--- config.mk ---
export PLATFORM = sky130hd
export DESIGN_NAME = branch_predict_unit
export DESIGN_NICKNAME = d
export VERILOG_FILES = /design/src/rtl/branch_pkg.sv /design/src/rtl/branch_cond_eval.sv /design/src/rtl/branch_predict_unit.sv
export SDC_FILE = /design/constraint.sdc
export NUM_CORES = 1
export LEC_CHECK = 0
export BUFFER_PORTS_ARGS = -buffer_cell sky130_fd_sc_hd__buf_4
export CORE_ASPECT_RATIO = 1.75
export CORE_MARGIN = 5
export CORE_UTILIZATION = 40
export DETAILED_ROUTE_END_ITERATION = 7
export PLACE_DENSITY = 0.69
export SLEW_MARGIN = 20
export SYNTH_ARGS = -nofsm -noshare
export SYNTH_HDL_FRONTEND = slang
export SYNTH_SLANG_ARGS = --single-unit
--- constraint.sdc ---
create_clock -name clk_i -period 2.9 [get_ports clk_i]
set_input_delay 0.435 -clock clk_i [delete_from_list [all_inputs] [get_ports clk_i]]
set_output_delay 0.435 -clock clk_i [all_outputs]
set_load 0.005 [all_outputs]
--- src/rtl/branch_pkg.sv ---
// Shared encodings for branch resolution and bimodal prediction.
// Branch types, 2-bit counter states and the counter update helper.
package branch_pkg;

    localparam logic [2:0] BR_NONE = 3'd0;
    localparam logic [2:0] BR_BEQ  = 3'd1;
    localparam logic [2:0] BR_BNE  = 3'd2;
    localparam logic [2:0] BR_BLT  = 3'd3;
    localparam logic [2:0] BR_BGE  = 3'd4;
    localparam logic [2:0] BR_BLEZ = 3'd5;
    localparam logic [2:0] BR_BGTZ = 3'd6;
    localparam logic [2:0] BR_RSVD = 3'd7;

    localparam logic [1:0] SNT = 2'b00;
    localparam logic [1:0] WNT = 2'b01;
    localparam logic [1:0] WT  = 2'b10;
    localparam logic [1:0] ST  = 2'b11;

    localparam logic [1:0] CNT_RESET = WNT;

    // Saturating step of a 2-bit counter toward the resolved direction.
    function automatic logic [1:0] cnt_next(input logic [1:0] c,
                                            input logic       taken);
        if (taken)
            return (c == ST) ? ST : c + 2'd1;
        else
            return (c == SNT) ? SNT : c - 2'd1;
    endfunction

endpackage

--- src/rtl/branch_cond_eval.sv ---
// Branch condition evaluator: type plus ALU flags to taken.
// Reserved type 7 behaves like NONE (not a branch).
module branch_cond_eval
    import branch_pkg::*;
(
    input  logic [2:0] branch_type_i,
    input  logic       zero_i,
    input  logic       result_31_i,
    output logic       taken_o,
    output logic       is_branch_o
);

    // Decode the condition for each branch type.
    always_comb begin
        taken_o     = 1'b0;
        is_branch_o = 1'b1;
        unique case (branch_type_i)
            BR_BEQ:  taken_o = zero_i;
            BR_BNE:  taken_o = !zero_i;
            BR_BLT:  taken_o = result_31_i;
            BR_BGE:  taken_o = !result_31_i;
            BR_BLEZ: taken_o = zero_i | result_31_i;
            BR_BGTZ: taken_o = !zero_i & !result_31_i;
            default: is_branch_o = 1'b0;
        endcase
    end

endmodule

--- src/rtl/branch_predict_unit.sv ---
// Branch resolution and bimodal predictor with 2-bit counters.
// Optional statistics counters: define BRANCH_PRED_STATS_EN.
module branch_predict_unit
    import branch_pkg::*;
#(
    parameter int IDX_W     = 4,
    parameter int PC_W      = 32,
    parameter int PRED_MODE = 1,
    parameter int STAT_W    = 16
) (
    input  logic              clk_i,
    input  logic              rst_i,
    input  logic [PC_W-1:0]   if_pc_i,
    output logic              if_pred_taken_o,
    input  logic              ex_valid_i,
    input  logic [2:0]        ex_branch_type_i,
    input  logic              ex_zero_i,
    input  logic              ex_result_31_i,
    input  logic [PC_W-1:0]   ex_pc_i,
    input  logic              ex_pred_taken_i,
    output logic              ex_taken_o,
    output logic              ex_mispredict_o,
    output logic [STAT_W-1:0] stat_branches_o,
    output logic [STAT_W-1:0] stat_mispred_o
);

    localparam int N = 1 << IDX_W;

    logic             cond_taken;
    logic             is_br;
    logic             upd_en;
    logic [IDX_W-1:0] if_idx;
    logic [IDX_W-1:0] ex_idx;
    logic             unused_pc;

    branch_cond_eval u_cond (
        .branch_type_i (ex_branch_type_i),
        .zero_i        (ex_zero_i),
        .result_31_i   (ex_result_31_i),
        .taken_o       (cond_taken),
        .is_branch_o   (is_br)
    );

    assign upd_en          = ex_valid_i & is_br;
    assign ex_taken_o      = upd_en & cond_taken;
    assign ex_mispredict_o = upd_en & (cond_taken != ex_pred_taken_i);

    assign if_idx    = if_pc_i[IDX_W+1:2];
    assign ex_idx    = ex_pc_i[IDX_W+1:2];
    assign unused_pc = ^{if_pc_i, ex_pc_i, if_idx, ex_idx};

    generate
        if (PRED_MODE != 0) begin : g_bimodal
            logic [1:0] cnt_q [N];

            // Counter table: reset to weakly not-taken, else train on resolve.
            always_ff @(posedge clk_i) begin
                if (rst_i) begin
                    for (int i = 0; i < N; i++)
                        cnt_q[i] <= CNT_RESET;
                end else if (upd_en) begin
                    cnt_q[ex_idx] <= cnt_next(cnt_q[ex_idx], cond_taken);
                end
            end

            assign if_pred_taken_o = cnt_q[if_idx][1];
        end else begin : g_static
            assign if_pred_taken_o = 1'b0;
        end
    endgenerate

`ifdef BRANCH_PRED_STATS_EN
    logic [STAT_W-1:0] br_q;
    logic [STAT_W-1:0] mp_q;

    // Saturating counts of resolved branches and mispredictions.
    always_ff @(posedge clk_i) begin
        if (rst_i) begin
            br_q <= '0;
            mp_q <= '0;
        end else if (upd_en) begin
            if (br_q != '1)
                br_q <= br_q + 1'b1;
            if (ex_mispredict_o && mp_q != '1)
                mp_q <= mp_q + 1'b1;
        end
    end

    assign stat_branches_o = br_q;
    assign stat_mispred_o  = mp_q;
`else
    assign stat_branches_o = '0;
    assign stat_mispred_o  = '0;
`endif

endmodule

**Word-level counts from Yosys, hierarchy flattened**

Memories as Yosys holds them, arrays and structs flattened.
Cells that the tools add are included.

- Add/subtract/negate cells: 2
- $mul: 0
- Div/mod/pow operators: 0
- Order comparisons: 0
- Equal/unequal tests: 8
- Shifts and indexed selects: 0
- Mux-type cells: 15
- Bitwise logic cells: 5
- Reductions and logical operators: 5

Operators by type and width:

| operator | count |
|---|---|
| two-way mux 2 bit | 6 |
| equality test 3 bit (second input constant) | 3 |
| two-way mux 1 bit | 7 |
| equality test 3 x 2 -> 1 bit (second input constant) | 2 |
| case mux 1 bit (6 select lines) | 1 |
| OR reduction 6 bit | 1 |
| bitwise AND 1 bit | 4 |
| two-way mux 4 bit | 1 |
| equality test 3 x 1 -> 1 bit (second input constant) | 1 |
| adder 2 x 1 -> 2 bit (second input constant) | 1 |
| equality test 2 bit (second input constant) | 1 |
| zero test 1 bit | 2 |
| zero test 2 bit | 1 |
| OR reduction 2 bit | 1 |
| subtractor 2 x 1 -> 2 bit (second input constant) | 1 |
| != test 1 bit | 1 |
| OR 1 bit | 1 |

- Register bits after elaboration: 0
- Latch bits: 0
- Memory bits (writable): 32
- ROM bits: 0
- Bits of input ports: 73
- Output and inout bits: 35
- Logic and storage cells: 36
- Memories kept: 1

Memories:

| memory | depth | width | read ports | clocked after memory_dff | write ports | RTL line | RTL |
|---|---|---|---|---|---|---|---|
| g_bimodal.cnt_q | 16 | 2 | 2 | 0 | 16 | branch_predict_unit.sv:54 | `logic [1:0] cnt_q [N];` |

**Logic depth before layout (Yosys ltp)**

- Word-level depth: 9
- Mapped depth: 8
- Mapped depth without buffers: 5

**Modules after synthesis**

A second synthesis with hierarchy kept.

- Cell total of the unflattened synthesis: 189
- Area total of the unflattened synthesis: 2,172.1 um^2

By module, submodules not included:

| module | instances | cells each | area each (um^2) | seq. area each (um^2) |
|---|---|---|---|---|
| branch_predict_unit | 1 | 180 | 2,112.0 | 960.9 |
| branch_cond_eval | 1 | 9 | 60.1 | 0.0 |

**Least setup slack after synthesis**

OpenSTA, ideal clock, no wires.

- Path type: input to register
- Start point: input port ex_pc_i[4]
- End point: memory g_bimodal.cnt_q[0][0] (data pin)
- Library setup time: 0.276 ns
- Data arrival time: 1.774 ns
- Required time: 2.624 ns
- Setup slack: 0.850 ns
- Stages on the path: 7
- Buffers on the path: 2
- Cells stage by stage: buf_4 > mux4_2 > mux2i_1 > mux2_2 > maj3_2 > buf_6 > nand3_2

RTL lines:

| item | RTL line | RTL |
|---|---|---|
| start, declared | branch_predict_unit.sv:19 | `input logic [PC_W-1:0] ex_pc_i,` |
| end, declared | branch_predict_unit.sv:54 |  |

==> metrics.md <==
| Metric | Value |
|---|---|
| Detailed Route WL | `4430 um` |
| Post-synth top area share | `0.445` |
| CTS tree | `yes` |
| Hold path depth | `2` |
| Worst-Skew Late Latency | `0.28 ns` |
| Max Clk Rate | `445 MHz` |
| Initial Util | `0.411` |
| Worst-path maximum fanout | `2` |
| Post-synthesis sequential area ratio | `0.445` |
| Slowest cell on the critical path | `mux4_2` |
| # nets final | `281` |
| RSZ-0062 raised after global routing | `false` |
| Most frequent cell after synthesis | `buf_4` |
| Arrival time worst endpoint | `1.81 ns` |
| Hold Crit Start | `rst_i` |
| Kind of critical path | `flop to primary output` |
| Core area | `5260 um^2` |
| Top Registers | `g_bimodal.cnt_q x32` |
| Dpl cells | `256` |
| CP most frequent cell | `mux4_2` |
| Cell taking the most area after synthesis | `edfxtp_1` |
| Final GP Congestion | `0.751` |
| Routed vias | `1374` |
| Asr flop ratio synth | `0` |
| Htree depth | `2` |
| EDFF count, synth | `32` |
| Share of cells above drive strength 1 | `0.244` |
| Clock transition at path regs | `0.06 ns` |
| Crit path capture type | `primary output` |
| Leakage power total | `0.800 nW` |
| Initial DRC Count | `63` |
| Vias in the first global route | `1432` |
| Nature of the critical path startpoint | `flop` |
| Clock tree buffer depth | `2` |
| Total GRT Usage | `0.137` |
| Filler-free cell count of the finished design | `264` |
| Final slew viol count | `0` |
| Ranking of synthesized cells by area | `edfxtp_1, mux4_2, buf_4, nand2b_1, nor2_1` |
| Die ar. | `7030 um^2` |
| Largest net degree at the start of global routing | `21` |
| Fin crit share | `0.776` |
| Initial antenna violation count | `0` |
| Hold path endpoint | `g_bimodal.cnt_q[6][1]$_SDFFCE_PN0P_` |
| Antenna cells | `0` |
| Min Tclk post-route | `2.25 ns` |
| Fillers | `505` |
| Reg2reg setup slack | `0.81 ns` |
| Vias per inst | `5.20` |
| Cell Chain, Critical Path | `mux4_2 > mux4_2 > buf_4` |
| Average wire per standard cell | `16.8 um` |
| Max Cap Viol | `0` |
| Number of CTS-inserted buffers | `5` |
| Die Ht | `107 um` |
| Fin util | `0.435` |
| Yosys warns | `0` |
| Min-delay worst type | `primary input to flop` |
| Antenna-violating nets left | `0` |
| Cts hold-fix bufs | `0` |
| Reg with most FFs | `g_bimodal.cnt_q` |
| Post-Synthesis Cells | `190` |
| Worst R2R Path Depth | `5` |
| R2r endpoint | `g_bimodal.cnt_q[1][0]$_SDFFCE_PN1P_` |
| DRC errors left | `0` |
| #FFs+latches synth | `32` |
| R2r startpoint | `g_bimodal.cnt_q[13][1]$_SDFFCE_PN0P_` |
| Final HPWL DP | `3460 um` |
| Crit path required time | `2.47 ns` |
| DRT Pass-1 Iters | `4` |
| Maximum resistive drop on vdd | `0.177 mV` |
| Clock root buffer | `clkbuf_8` |
| First-pass GRT wire length | `6970 um` |
| FP Rows | `35` |
| PortBufs | `19` |
| Predominant post-synthesis flop cell | `edfxtp_1` |
| PD cells | `443 nW/um^2` |
| Die Wd | `65.5 um` |
| Final hold vios | `0` |
| I/O pin count | `108` |
| Synth Cell Area | `2160 um^2` |
| Design Power | `0.00101 W` |
| Final setup fails | `0` |
| Clk sinks | `32` |
| Syn_area_per_cell | `11.4 um^2` |
| Yosys cell types | `34` |
| Setup TNS Final | `0 ns` |
| Status | `finished, final reports clean` |
| Skew final | `0.00230 ns` |
| # resized after CTS | `0` |
| Synth cell count leaders | `buf_4, edfxtp_1, nand2b_1, nor2_1, nand2_1` |
| Grt ovf | `0` |
| Area grow syn2layout | `5.74%` |
| Critical path's largest stage delay | `0.47 ns` |
| Largest register FFs | `32` |
| Setup Fix Bufs, Post-CTS | `0` |
[where the power goes]
| group | switching (W) | internal, W |
|---|---|---|
| Sequential | 0.00000695 | 0.000520 |
| Clock | 0.000150 | 0.000167 |
| Combinational | 0.0000991 | 0.0000685 |
| Total | 0.000256 | 0.000755 |
[layer usage]
layer / track usage / vias up / routed length, um
li1: - / 646 / -
met1: 0.121 / 657 / 1450
met2: 0.268 / 61 / 2520
met3: 0.0262 / 10 / 297
met4: 0.0890 / 0 / 164
met5: 0 / - / 0
[worst max path at each step]
| stage | startpoint | endpoint | cells after the start |
|---|---|---|---|
| final | g_bimodal.cnt_q[13][1]$_SDFFCE_PN0P_ | if_pred_taken_o | 3 |
| after global routing | g_bimodal.cnt_q[8][1]$_SDFFCE_PN0P_ | if_pred_taken_o | 3 |
| after CTS | g_bimodal.cnt_q[8][1]$_SDFFCE_PN0P_ | if_pred_taken_o | 3 |
| after detailed placement | ex_pc_i[4] | g_bimodal.cnt_q[1][0]$_SDFFCE_PN1P_ | 6 |
| after global placement | ex_pc_i[4] | g_bimodal.cnt_q[1][0]$_SDFFCE_PN1P_ | 6 |
| after floorplan | ex_pc_i[4] | g_bimodal.cnt_q[0][0]$_SDFFCE_PN1P_ | 7 |
[critical path, delay by kind of cell, from the launching register on]
kind,cells,cell delay [ns]
muxes,2,0.94
DFF,1,0.44
buffers and inverters,1,0.15
[cell families after synthesis]
logic type                 synth area share
buffers and inverters                 0.144
AOI/OAI and AO/OA                    0.0133
and+or+nand+nor                       0.232
muxes                                 0.150
adders and majority gates            0.0104
xor gates and xnor gates            0.00406
DFF                                   0.445
other                               0.00174
[metrics by stage]
step | cell area, um^2 | hold WS (ns) | setup slack, ns
floorplan | 2280 | 0.655 | 0.850
detailed placement | 2200 | 0.909 | 0.511
global placement | 2200 | 0.906 | 0.550
global route | 2280 | 0.638 | 0.608
finish | 2280 | 0.621 | 0.651
CTS | 2280 | 0.615 | 0.643
[area by class of cell]
| cell class | instances | area (um^2) | area share |
|---|---|---|---|
| Clock inverter | 1 | 3.75 | 0.00164 |
| Timing Repair Buffer | 21 | 158 | 0.0690 |
| Clock buffer | 7 | 76.3 | 0.0334 |
| Tap cell | 55 | 68.8 | 0.0301 |
| Multi-Input combinational cell | 145 | 1000 | 0.440 |
| Inverter | 3 | 11.3 | 0.00493 |
| Sequential cell | 32 | 961 | 0.421 |
[layout by cell type (no fill, tap or decap), drive strengths merged]
master / Yosys / layout
mux2: 1 / 1
nor4: 3 / 3
conb: 1 / 32
o22a: 1 / 1
and3: 1 / 1
and4: 1 / 1
nor3: 7 / 7
nor2: 16 / 16
maj3: 2 / 2
or2: 7 / 7
o21ai: 1 / 1
edfxtp: 32 / 32
nor3b: 1 / 1
nand2: 15 / 15
mux4: 13 / 13
or4: 1 / 1
o211ai: 2 / 2
inv: 3 / 3
and2b: 1 / 1
nor2b: 8 / 8
mux2i: 2 / 2
nand3b: 2 / 2
nand3: 10 / 10
nand2b: 16 / 16
xor2: 1 / 1
buf: 38 / 21
clkbuf: 3 / 7
nand4: 1 / 1
clkinv: 0 / 1
No activity file was read; power rests on OpenSTA's default activity.
